### config.mk
export PLATFORM = sky130hd
export DESIGN_NAME = input_debouncer
export DESIGN_NICKNAME = d
export VERILOG_FILES = /design/src/rtl/input_debouncer.sv
export SDC_FILE = /design/constraint.sdc
export NUM_CORES = 1
export LEC_CHECK = 0
export ABC_AREA = 1
export CORE_ASPECT_RATIO = 0.7
export CORE_MARGIN = 2
export CORE_UTILIZATION = 50
export CTS_CLUSTER_SIZE = 16
export DETAILED_ROUTE_END_ITERATION = 10
export PLACE_DENSITY = 0.82
export SLEW_MARGIN = 30
export SYNTH_ARGS = -nofsm -noshare
export SYNTH_HDL_FRONTEND = slang
export SYNTH_SLANG_ARGS = --single-unit
### constraint.sdc
create_clock -name clock -period 1.4 [get_ports clock]
set_input_delay 0.21 -clock clock [delete_from_list [all_inputs] [get_ports clock]]
set_output_delay 0.21 -clock clock [all_outputs]
set_load 0.01 [all_outputs]
### src/rtl/input_debouncer.sv
// input_debouncer: conditions a raw, bouncy 1-bit input into a clean level.
// A synchronizer chain feeds a four-state debounce FSM that uses a shared sample counter.
// The FSM also produces registered rise/fall strobes and a one-shot long-press strobe.
module input_debouncer #(
  parameter int unsigned SYNC_STAGES       = 2,
  parameter int unsigned DEBOUNCE_CYCLES   = 4,
  parameter int unsigned LONG_PRESS_CYCLES = 16,
  parameter int unsigned CNT_WIDTH         = 8
) (
  input  logic clock,
  input  logic reset_n,
  input  logic raw_in,
  input  logic enable,
  output logic a,
  output logic rise,
  output logic fall,
  output logic long_press,
  output logic busy
);

  typedef enum logic [1:0] {
    StIdleLow   = 2'd0,
    StCheckHigh = 2'd1,
    StHeldHigh  = 2'd2,
    StCheckLow  = 2'd3
  } state_e;

  localparam logic [CNT_WIDTH-1:0] DebCnt  = CNT_WIDTH'(DEBOUNCE_CYCLES);
  localparam logic [CNT_WIDTH-1:0] LongCnt = CNT_WIDTH'(LONG_PRESS_CYCLES);
  localparam logic [CNT_WIDTH-1:0] CntOne  = CNT_WIDTH'(1);

  // Synchronizer chain; its last stage is the sample the FSM acts on.
  logic [SYNC_STAGES-1:0] r_sync;
  logic                   w_s;

  // FSM state, shared sample counter and the long-press-fired flag.
  state_e                 r_state;
  state_e                 w_state_nxt;
  logic [CNT_WIDTH-1:0]   r_cnt;
  logic [CNT_WIDTH-1:0]   w_cnt_nxt;
  logic [CNT_WIDTH-1:0]   w_cnt_inc;
  logic                   r_fired;
  logic                   w_fired_nxt;

  // Registered outputs.
  logic                   r_a;
  logic                   w_a_nxt;
  logic                   r_rise;
  logic                   w_rise_nxt;
  logic                   r_fall;
  logic                   w_fall_nxt;
  logic                   r_long;
  logic                   w_long_nxt;
  logic                   r_busy;
  logic                   w_busy_nxt;

  assign w_s       = r_sync[SYNC_STAGES-1];
  assign w_cnt_inc = r_cnt + CntOne;

  // Shift raw_in through the synchronizer; keeps running while enable is low.
  always_ff @(posedge clock or negedge reset_n) begin
    if (!reset_n) begin
      r_sync <= '0;
    end else begin
      r_sync <= {r_sync[SYNC_STAGES-2:0], raw_in};
    end
  end

  // Next-state, counter and output decode; everything holds while enable is low.
  always_comb begin
    w_state_nxt = r_state;
    w_cnt_nxt   = r_cnt;
    w_fired_nxt = r_fired;
    w_a_nxt     = r_a;
    w_rise_nxt  = 1'b0;
    w_fall_nxt  = 1'b0;
    w_long_nxt  = 1'b0;

    if (enable) begin
      unique case (r_state)
        StIdleLow: begin
          if (w_s) begin
            w_state_nxt = StCheckHigh;
            w_cnt_nxt   = CntOne;
          end else begin
            w_cnt_nxt   = '0;
          end
        end

        StCheckHigh: begin
          if (!w_s) begin
            // Glitch: drop back without touching the level.
            w_state_nxt = StIdleLow;
            w_cnt_nxt   = '0;
          end else if (r_cnt == DebCnt) begin
            w_state_nxt = StHeldHigh;
            w_a_nxt     = 1'b1;
            w_rise_nxt  = 1'b1;
            w_cnt_nxt   = CntOne;
          end else begin
            w_cnt_nxt   = w_cnt_inc;
          end
        end

        StHeldHigh: begin
          if (!w_s) begin
            w_state_nxt = StCheckLow;
            w_cnt_nxt   = CntOne;
          end else if (r_cnt < LongCnt) begin
            // Count held cycles, saturating at LongCnt; fire once per press.
            w_cnt_nxt = w_cnt_inc;
            if ((w_cnt_inc == LongCnt) && !r_fired) begin
              w_long_nxt  = 1'b1;
              w_fired_nxt = 1'b1;
            end
          end
        end

        StCheckLow: begin
          if (w_s) begin
            // Release bounce: resume the press; a saturated count prevents a re-fire.
            w_state_nxt = StHeldHigh;
            w_cnt_nxt   = r_fired ? LongCnt : CntOne;
          end else if (r_cnt == DebCnt) begin
            w_state_nxt = StIdleLow;
            w_a_nxt     = 1'b0;
            w_fall_nxt  = 1'b1;
            w_cnt_nxt   = '0;
            w_fired_nxt = 1'b0;
          end else begin
            w_cnt_nxt   = w_cnt_inc;
          end
        end

        default: begin
          w_state_nxt = StIdleLow;
          w_cnt_nxt   = '0;
        end
      endcase
    end

    w_busy_nxt = (w_state_nxt == StCheckHigh) || (w_state_nxt == StCheckLow);
  end

  // State, counter and registered outputs with asynchronous clear.
  always_ff @(posedge clock or negedge reset_n) begin
    if (!reset_n) begin
      r_state <= StIdleLow;
      r_cnt   <= '0;
      r_fired <= 1'b0;
      r_a     <= 1'b0;
      r_rise  <= 1'b0;
      r_fall  <= 1'b0;
      r_long  <= 1'b0;
      r_busy  <= 1'b0;
    end else begin
      r_state <= w_state_nxt;
      r_cnt   <= w_cnt_nxt;
      r_fired <= w_fired_nxt;
      r_a     <= w_a_nxt;
      r_rise  <= w_rise_nxt;
      r_fall  <= w_fall_nxt;
      r_long  <= w_long_nxt;
      r_busy  <= w_busy_nxt;
    end
  end

  assign a          = r_a;
  assign rise       = r_rise;
  assign fall       = r_fall;
  assign long_press = r_long;
  assign busy       = r_busy;

`ifndef SYNTHESIS
  // Strobes are single-cycle and never coincide; busy mirrors the check states.
  a_rise_fall_excl : assert property (@(posedge clock) disable iff (!reset_n)
                                      !(rise && fall));
  a_rise_pulse     : assert property (@(posedge clock) disable iff (!reset_n)
                                      rise |=> !rise);
  a_fall_pulse     : assert property (@(posedge clock) disable iff (!reset_n)
                                      fall |=> !fall);
  a_long_pulse     : assert property (@(posedge clock) disable iff (!reset_n)
                                      long_press |=> !long_press);
  a_busy_state     : assert property (@(posedge clock) disable iff (!reset_n)
                                      busy == ((r_state == StCheckHigh) ||
                                               (r_state == StCheckLow)));
  a_cnt_saturates  : assert property (@(posedge clock) disable iff (!reset_n)
                                      r_cnt <= LongCnt);
`endif

endmodule

==> impl_metrics.yaml, run 1 <==
run_status:
  status: "finished, violations left"
  violations: "negative setup slack"
synthesis:
  synth_xor_area_share_pct: 2.44
  yosysSeqAreaShare_pct: 39.5
  syn_nets: 157
  synth_area_um2: 1080
  synth_top_family_by_area: "simple AND/OR/NAND/NOR gates"
  synth.area.mux_share_pct: 0
  synth_top_area_share_pct: 39.5
  yosysWarnings: 0
  synth-compound-area-share_pct: 7.78
  yosysTopAreaCell: "dfrtp_1"
  synth-simple-area-share_pct: 37.9
  postSynthAreaPerCell_um2: 7.18
  synth_seq_cells: 17
  synth_cells: 150
  ys_top_cells_by_area: "dfrtp_1, nand2_1, nand3_1, inv_1, nor2_1"
  synth_fa_ha_area_share_pct: 3.48
  synthDistinctLibCells: 24
sta:
  fmax_mhz: 667
  fin_skew_ns: 0.00343
  final-hold-violation-count: 0
  tns_ns: -0.575
  worst_slew_pin_slew_ns: 0.282
  timing.final.ws_setup_ns: -0.0999
  setup_violations: 13
  period_share_pct: 107
  finalWorstPathRequiredPeriod_ns: 1.50
  hold_slack_ns: 0.219
  rsz0062_at_grt: "true"
  finalMaxSlewViolations: 0
  timing.slew.headroom_pct: 81.2
layout:
  layout_common_cells: "nand2_1, buf_4, inv_1"
  final_common_cell: "nand2_1"
  final_cells: 203
  antenna_cells: 0
  num-nets-final: 187
  drive_above_1_share_pct: 31.3
  syn2layout_area_growth_pct: 34.8
die:
  fp.dieH_um: 42.8
  coreArea_um2: 2080
  die_width_um: 59.5
  initial_utilization_pct: 51.7
  num_rows: 14
  ioPinCount: 9
  die_area_um2: 2550
pwr:
  ir_drop_v: 0.000669
  total_power_uw: 962
  p_per_area_nw_per_um2: 662
  p_leak_nw: 0.774
detailed_routing:
  via_count: 1048
  postRouteAntennaNets: 0
  routed_wl_mm: 2.62
  dr.pass1.iters: 4
  drt_first_iter_violations: 45
  route.detailed.drc: 0
  post_drt_wl_per_cell_um: 12.9
  via_per_inst: 5.16
job:
  cap_violations: 0
grt:
  grt_max_degree: 18
  grt_pass1_vias: 1018
  antenna_found_initial: 0
  overflow: 0
  grt_pass1_wl_mm: 4.53
  grt.total_usage_pct: 24.3
clocking:
  cts_root_buf: "clkbuf_4"
  clock_sinks: 17
  h-tree-depth: 1
  cts.clk_slew.worst_paths_ns: 0.10
  cts_buffers: 3
  clk_latency_ns: 0.30
  ctsLongestPathBuffers: 2
  cts_tree: "yes"
  ctsHoldBuffers: 0
place:
  gp_congestion: 0.887
  hpwl_mm: 1.75
  dp_cells: 193
  portBuffers: 8
setup_path:
  r2r-start: "r_cnt[1]$_DFFE_PN0P_"
  critPathRequiredTime_ns: 1.60
  worst-path-max-fanout: 4
  crit_type: "flip-flop to flip-flop"
  arrival_ns: 1.70
  worst_setup_path_start_kind: "flip-flop"
  cp-end-kind: "flip-flop"
  crit_start: "r_cnt[1]$_DFFE_PN0P_"
min_path:
  hp-class: "input pin to async pin"
==> report_power, final <==
group	internal (mW)	switching, mW
registers	0.502	0.00917
logic	0.0800	0.0977
clock network	0.107	0.167
total	0.689	0.274
==> timing repair <==
action / CTS / global route
endpoints found under the hold margin: 0 / 0
endpoints found under the setup margin: 16 / 16
resized for setup: 14 / 20
buffers inserted: 5 / 1
pin swaps: 6 / 10
==> Yosys cell counts <==
master	n
nand2_1	52
nand4_1	1
nand2_2	2
a21oi_1	3
ha_1	3
o21ai_0	3
nand3_1	18
o211ai_1	1
a21boi_0	1
buf_12	1
xor2_1	3
buf_2	1
inv_2	3
nor2_1	11
nor4_1	1
a21boi_1	1
o21ai_4	1
o21ai_1	3
nor2_2	2
nor2_4	2
inv_1	16
dfrtp_1	17
and3_1	1
nor3_1	3
==> layer usage <==
layer  vias up  global-route usage, %  wire (um)  share of wire [%]
li1        534                      -          -                  -
met1       477                   33.2       1230                 47
met2        30                   37.1       1190                 45
met3         7                   6.71        158                6.0
met4         0                   7.27         50                1.9
met5         -                      0          0                  0
==> worst max-delay path, stage by stage (launching register included) <==
cell and delay (ns):
dfrtp_1 0.43, inv_1 0.08, ha_2 0.19, nand3_4 0.08, nor2_4 0.17, buf_6 0.12, o21ai_2 0.04, nand2_1 0.08
nand2_1 0.07, nand2_2 0.08, nand2_1 0.06
==> stage by stage <==
stage	area, um^2	setup WS [ns]	utilization, %
floorplan	1080	0.00440	-
global placement	1270	-0.133	61.0
detailed placement	1270	-0.202	61.0
CTS	1380	-0.0618	66.0
global route	1450	-0.193	69.7
finish	1450	-0.0999	69.7
==> final timing paths <==
| kind | cells past startpoint | endpoint | slack, ns |
|---|---|---|---|
| setup / recovery | 10 | r_cnt[0]$_DFFE_PN0P_ | -0.1 |
| hold / removal | 2 | r_sync[1]$_DFF_PN0_ | 0.22 |
| setup reg to reg | 10 | r_cnt[0]$_DFFE_PN0P_ | -0.1 |
| hold reg to reg | 0 | r_sync[1]$_DFF_PN0_ | 0.38 |
| max in group asynchronous | 2 | async pin | 0.97 |
| min in group clock | 1 | r_sync[0]$_DFF_PN0_ | 0.33 |
==> area by class of cell <==
cell class	count	area, um^2
Clock buffer	3	22.5
Clock inverter	1	5.00
Fill cell	152	632
Inverter	19	71.3
Multi-Input combinational cell	112	654
Sequential cell	17	428
Tap cell	24	30.0
Timing Repair Buffer	27	241
==> kinds of logic (layout without fill, tap and decap cells) <==
kind of cell	count (synthesis)	after routing
and+or+nand+nor	93	93
adders and majority gates	3	3
buffers and inverters	21	50
AOI/OAI and AO/OA	13	13
xor gates and xnor gates	3	3
DFF	17	17
Power figures use the tool's default switching activity.
==> inputs of run 2 (changes only) <==
--- a/config.mk
+++ b/config.mk
@@ -11,7 +11,8 @@
 export CORE_UTILIZATION = 50
 export CTS_CLUSTER_SIZE = 16
 export DETAILED_ROUTE_END_ITERATION = 10
-export PLACE_DENSITY = 0.82
+export DONT_BUFFER_PORTS = 1
+export PLACE_DENSITY = 0.77
 export SLEW_MARGIN = 30
 export SYNTH_ARGS = -nofsm -noshare
 export SYNTH_HDL_FRONTEND = slang
==> impl_metrics.yaml, run 2 (same netlist as run 1, synthesis figures left out) <==
sta:
  period_share_pct: 106
  fmax_mhz: 673
  fin_skew_ns: 0.00132
  timing.final.ws_setup_ns: -0.0852
  finalMaxSlewViolations: 0
  finalWorstPathRequiredPeriod_ns: 1.49
  worst_slew_pin_slew_ns: 0.758
  final-hold-violation-count: 0
  rsz0062_at_grt: "true"
  timing.slew.headroom_pct: 49.3
  setup_violations: 11
min_path:
  hp-class: "input pin to flip-flop"
  min_from: "enable"
clocking:
  cts_buffers: 3
  ctsLongestPathBuffers: 2
  cts_tree: "yes"
  cts_root_buf: "clkbuf_4"
  cts.clk_slew.worst_paths_ns: 0.10
  h-tree-depth: 1
  clk_latency_ns: 0.29
  clock_sinks: 17
detailed_routing:
  post_drt_wl_per_cell_um: 14.7
  postRouteAntennaNets: 0
  via_count: 1051
  dr.pass1.iters: 4
  route.detailed.drc: 0
  drt_first_iter_violations: 50
  via_per_inst: 5.42
  routed_wl_mm: 2.84
layout:
  final_common_cell: "nand2_1"
  num-nets-final: 178
  antenna_cells: 0
  drive_above_1_share_pct: 31.2
  fill_cells: 178
  design_area_um2: 1360
  syn2layout_area_growth_pct: 26.5
  layout_common_cells: "nand2_1, inv_1, dfrtp_1"
die:
  ioPinCount: 9
  die_width_um: 59.5
  die_area_um2: 2550
  initial_utilization_pct: 51.7
  fp.dieH_um: 42.8
  coreArea_um2: 2080
  num_rows: 14
setup_path:
  worst-path-stages: 8
  slowest_delay_ns: 0.43
  worstSetupEndpoint: "r_cnt[2]$_DFFE_PN0P_"
  timing.rr.end: "r_cnt[2]$_DFFE_PN0P_"
  crit_start: "r_cnt[6]$_DFFE_PN0P_"
  r2r-start: "r_cnt[6]$_DFFE_PN0P_"
  crit_type: "flip-flop to flip-flop"
  critPathRequiredTime_ns: 1.58
  cp-end-kind: "flip-flop"
  crit_top_cell: "nand2_2"
  critPathTopFamily: "simple AND/OR/NAND/NOR gates"
  arrival_ns: 1.67
  worst_setup_path_start_kind: "flip-flop"
  crit_chain: "nor2_1, nand3_2, nor2_4, nand2_2, nand2_2, nand2_4, nand3_1, nand2_1"
  critical_path.slowest_cell: "dfrtp_1"
  cp.buffers_inverters: 0
  worst-path-max-fanout: 6
  r2r_setup_slack_ns: -0.09
  r2r_cells: 8
grt:
  grt.total_usage_pct: 23.1
  grt_pass1_wl_mm: 4.37
  antenna_found_initial: 0
  overflow: 0
  grt_max_degree: 18
  grt_pass1_vias: 930
place:
  gp_congestion: 0.917
  portBuffers: 0
  hpwl_mm: 1.78
  post_dp_cell_area_um2: 1160
run_status:
  status: "finished, violations left"
  violations: "negative setup slack"
pwr:
  total_power_uw: 929
  p_per_area_nw_per_um2: 682
  p_leak_nw: 0.696
  ir_drop_v: 0.000458
job:
  cap_violations: 0
[run 2: cell type report]
cell class	instances	area [um^2]	area share, %
Tap cell	24	30.0	2.20
Timing Repair Buffer	18	150	11.0
Sequential cell	17	427	31.3
Multi-Input combinational cell	112	658	48.3
Inverter	19	71.3	5.23
Clock buffer	4	26.3	1.93
[run 2: worst min path at each step]
stage,endpoint,slack [ns],depth (start not counted)
2_1_floorplan,async pin,-0.09,0
3_3_place_gp,r_sync[1]$_DFF_PN0_,-0.09,0
3_5_place_dp,r_sync[1]$_DFF_PN0_,-0.09,0
4_1_cts,flip-flop,0.005,1
5_1_grt,fall$_DFF_PN0_,0.05,2
6_report,fall$_DFF_PN0_,0.06,2
[run 2: what timing repair did]
action	in CTS	in global routing
pin swaps	2	8
hold buffers	2	1
hold endpoints to repair	18	1
buffers inserted	3	1
setup endpoints to repair	14	13
resized for setup	3	28
[run 2: worst reg2reg max path: stages (launching register included)]
cell,delay (ns)
dfrtp_1,0.43
nor2_1,0.17
nand3_2,0.15
nor2_4,0.22
nand2_2,0.10
nand2_2,0.09
nand2_4,0.08
nand3_1,0.08
nand2_1,0.06
[run 2: per-layer routing]
| metal | share of wire, % | global-route usage (%) | vias up |
|---|---|---|---|
| met5 | 0 | 0 | - |
| li1 | - | - | 515 |
| met2 | 47 | 31.6 | 39 |
| met4 | 0.67 | 6.82 | 0 |
| met3 | 5.5 | 5.49 | 2 |
| met1 | 46 | 35.3 | 495 |
[run 2: power by group]
| group | switching (mW) | total (mW) | internal (mW) |
|---|---|---|---|
| logic | 0.0869 | 0.153 | 0.0664 |
| registers | 0.0125 | 0.514 | 0.501 |
| clock network | 0.151 | 0.262 | 0.111 |
[run 2: through the flow]
step / setup TNS (ns) / hold WS (ns) / std cells / worst slack (ns) / utilization, %
2_1_floorplan: 0 / -0.0856 / 150 / 0.00440 / -
3_3_place_gp: -1.24 / -0.0853 / 183 / -0.156 / 55.9
3_5_place_dp: -1.57 / -0.0853 / 183 / -0.178 / 55.9
4_1_cts: -0.343 / 0.00495 / 192 / -0.0472 / 59.8
5_1_grt: -1.94 / 0.0547 / 194 / -0.213 / 65.4
6_report: -0.651 / 0.0618 / 194 / -0.0852 / 65.4
==> edit (settings of run 2) <==
Change the parameter `SYNC_STAGES` from 2 to 4.
--- a/src/rtl/input_debouncer.sv
+++ b/src/rtl/input_debouncer.sv
@@ -3,5 +3,5 @@
 // The FSM also produces registered rise/fall strobes and a one-shot long-press strobe.
 module input_debouncer #(
-  parameter int unsigned SYNC_STAGES       = 2,
+  parameter int unsigned SYNC_STAGES       = 4,
   parameter int unsigned DEBOUNCE_CYCLES   = 4,
   parameter int unsigned LONG_PRESS_CYCLES = 16,
Check against the original RTL: not equivalent (Yosys sat finds a counterexample within 4 cycles, from zero or initial values and one cycle with reset_n low).
==> edit against run 2 <==
The run still ends with setup timing left; worst setup slack better by 43 ps; area after synthesis rose by 2.8%; cell area up 6.9%; hold slack got worse by 38 ps; routed wire length is 2.3% lower; sequential cell count is 2 higher; total power is 9.8% higher.
==> edit: results (changes against run 2) <==
Place
  • Dpl cells: 186 (+1.6%)
  • Area after DPL: 1200 um2 (+3.0%)
  • RePlAce Congestion: 0.867 (-5.5%)
  • Detailed placement HPWL: 1.73 mm (-2.8%)

Finish
  • Total Nets Final: 174 (-2.2%)
  • Share of cells above drive strength 1: 41.0% (+9.8 points)
  • Filler instances: 174 (-2.2%)

Timing
  • Clk_skew: 7.58 ps (+6.25 ps)
  • Total Neg Setup Slack: -174 ps (+477 ps)
  • WHS: 24.1 ps (-37.7 ps)
  • # setup viols final: 9 (-2)
  • Slew HR: 72.0% (+23 points)
  • Final setup margin: -42.4 ps (+42.8 ps)

Global routing
  • Vias in the first global route: 926 (-0.43%)
  • GRT Util Overall: 21.8% (-1.3 points)
  • First-pass GRT wire length: 4.17 mm (-4.6%)
  • Met2 GRT Util: 33.7% (+2.0 points)
  • Met3 Use GR: 6.57% (+1.1 points)
  • Largest net degree at the start of global routing: 20 (+2)

Drt
  • Met3 Wirelength: 240 um (+54%)
  • Wire length on met1: 1.10 mm (-17%)
  • Initial DRC Count: 85 (+70%)
  • DR WL/cell: 14.0 um (-4.3%)
  • Vias/cell: 5.47 (+1.1%)
  • Via count: 1084 (+3.1%)
  • WL met2: 1.37 mm (+1.4%)

Clocking
  • CTS resizes: 13 (+10)
  • CTS Hold Bufs: 3 (+1)
  • Postcts setup bufs: 0 (-3)
  • Skew-Pair Late Insertion Delay: 320 ps (+30 ps)

Power and ir drop
  • Peak supply drop: 0.626 mV (+36%)
  • Leak pwr: 0.732 nW (+5.1%)
  • Clk pwr: 307 uW (+17%)
  • PD cells: 700 nW/um2 (+2.7%)
  • Total power: 1.02 mW (+9.8%)
  • Pint: 725 uW (+6.9%)

Logic synthesis
  • Synthesized net count: 154 (-1.9%)
  • Post-synth cell types: 23 (-4.2%)
  • XOR/XNOR Fraction of Synth Area: 1.58% (-0.86 points)
  • Synth Area in Compound Gates: 6.78% (-1.0 points)
  • Mean post-synth cell area: 7.53 um2 (+4.9%)
  • Adder-cell share of the synthesized area: 3.39% (-0.094 points)
  • Top cells by area, synth: dfrtp_1 43%, nand2_1 16%, nand3_1 8.1%
  • Seq/Total Area, Yosys: 42.9% (+3.4 points)

Status
  • Status: complete, but fails checks
  • Failing checks: setup timing

Worst setup path
  • Crit path largest cell delay: 450 ps (+20 ps)
  • R2R depth: 7 (-1)
  • FF-to-FF End: r_cnt[5]
  • Worst path arrival time: 1710 ps (+40 ps)
  • R2r startpoint: r_cnt[7]

Min path
  • Hold Crit Depth: 2 (unchanged)
  • Hold EP: long_press
## edit: cell types whose count changed after synthesis, sizes merged, moves of 2 or more
cell	change
xor2	-2
nand4	+2
buf	-2
nand3	+2
nor2	-2
dfrtp	+2
## edit: how the worst max path moves through the flow
stage	to	slack, ps	from	cells after the start
global placement	r_fired	7	r_cnt[0]	11
finish	r_cnt[5]	-40	r_cnt[7]	7
CTS	r_fired	-1	r_cnt[0]	10
global route	r_cnt[2]	-100	r_cnt[0]	9
floorplan	r_fired	60	r_cnt[0]	11
detailed placement	r_cnt[3]	-30	r_cnt[0]	9
## edit: kinds of logic after synthesis
kind of cell	Yosys count
and+or+nand+nor	91
buffers and inverters	20
DFF	19
AOI/OAI and AO/OA	12
adders and majority gates	3
xor gates and xnor gates	2
## edit: layout make-up
class,instances,share of cell area (%)
clock inverters,1,0.515
clock buffers,3,1.55
inverters,20,5.15
repair buffers,15,8.33
well taps,32,2.75
flip-flops and latches,19,33.0
multi-input cells,108,48.7
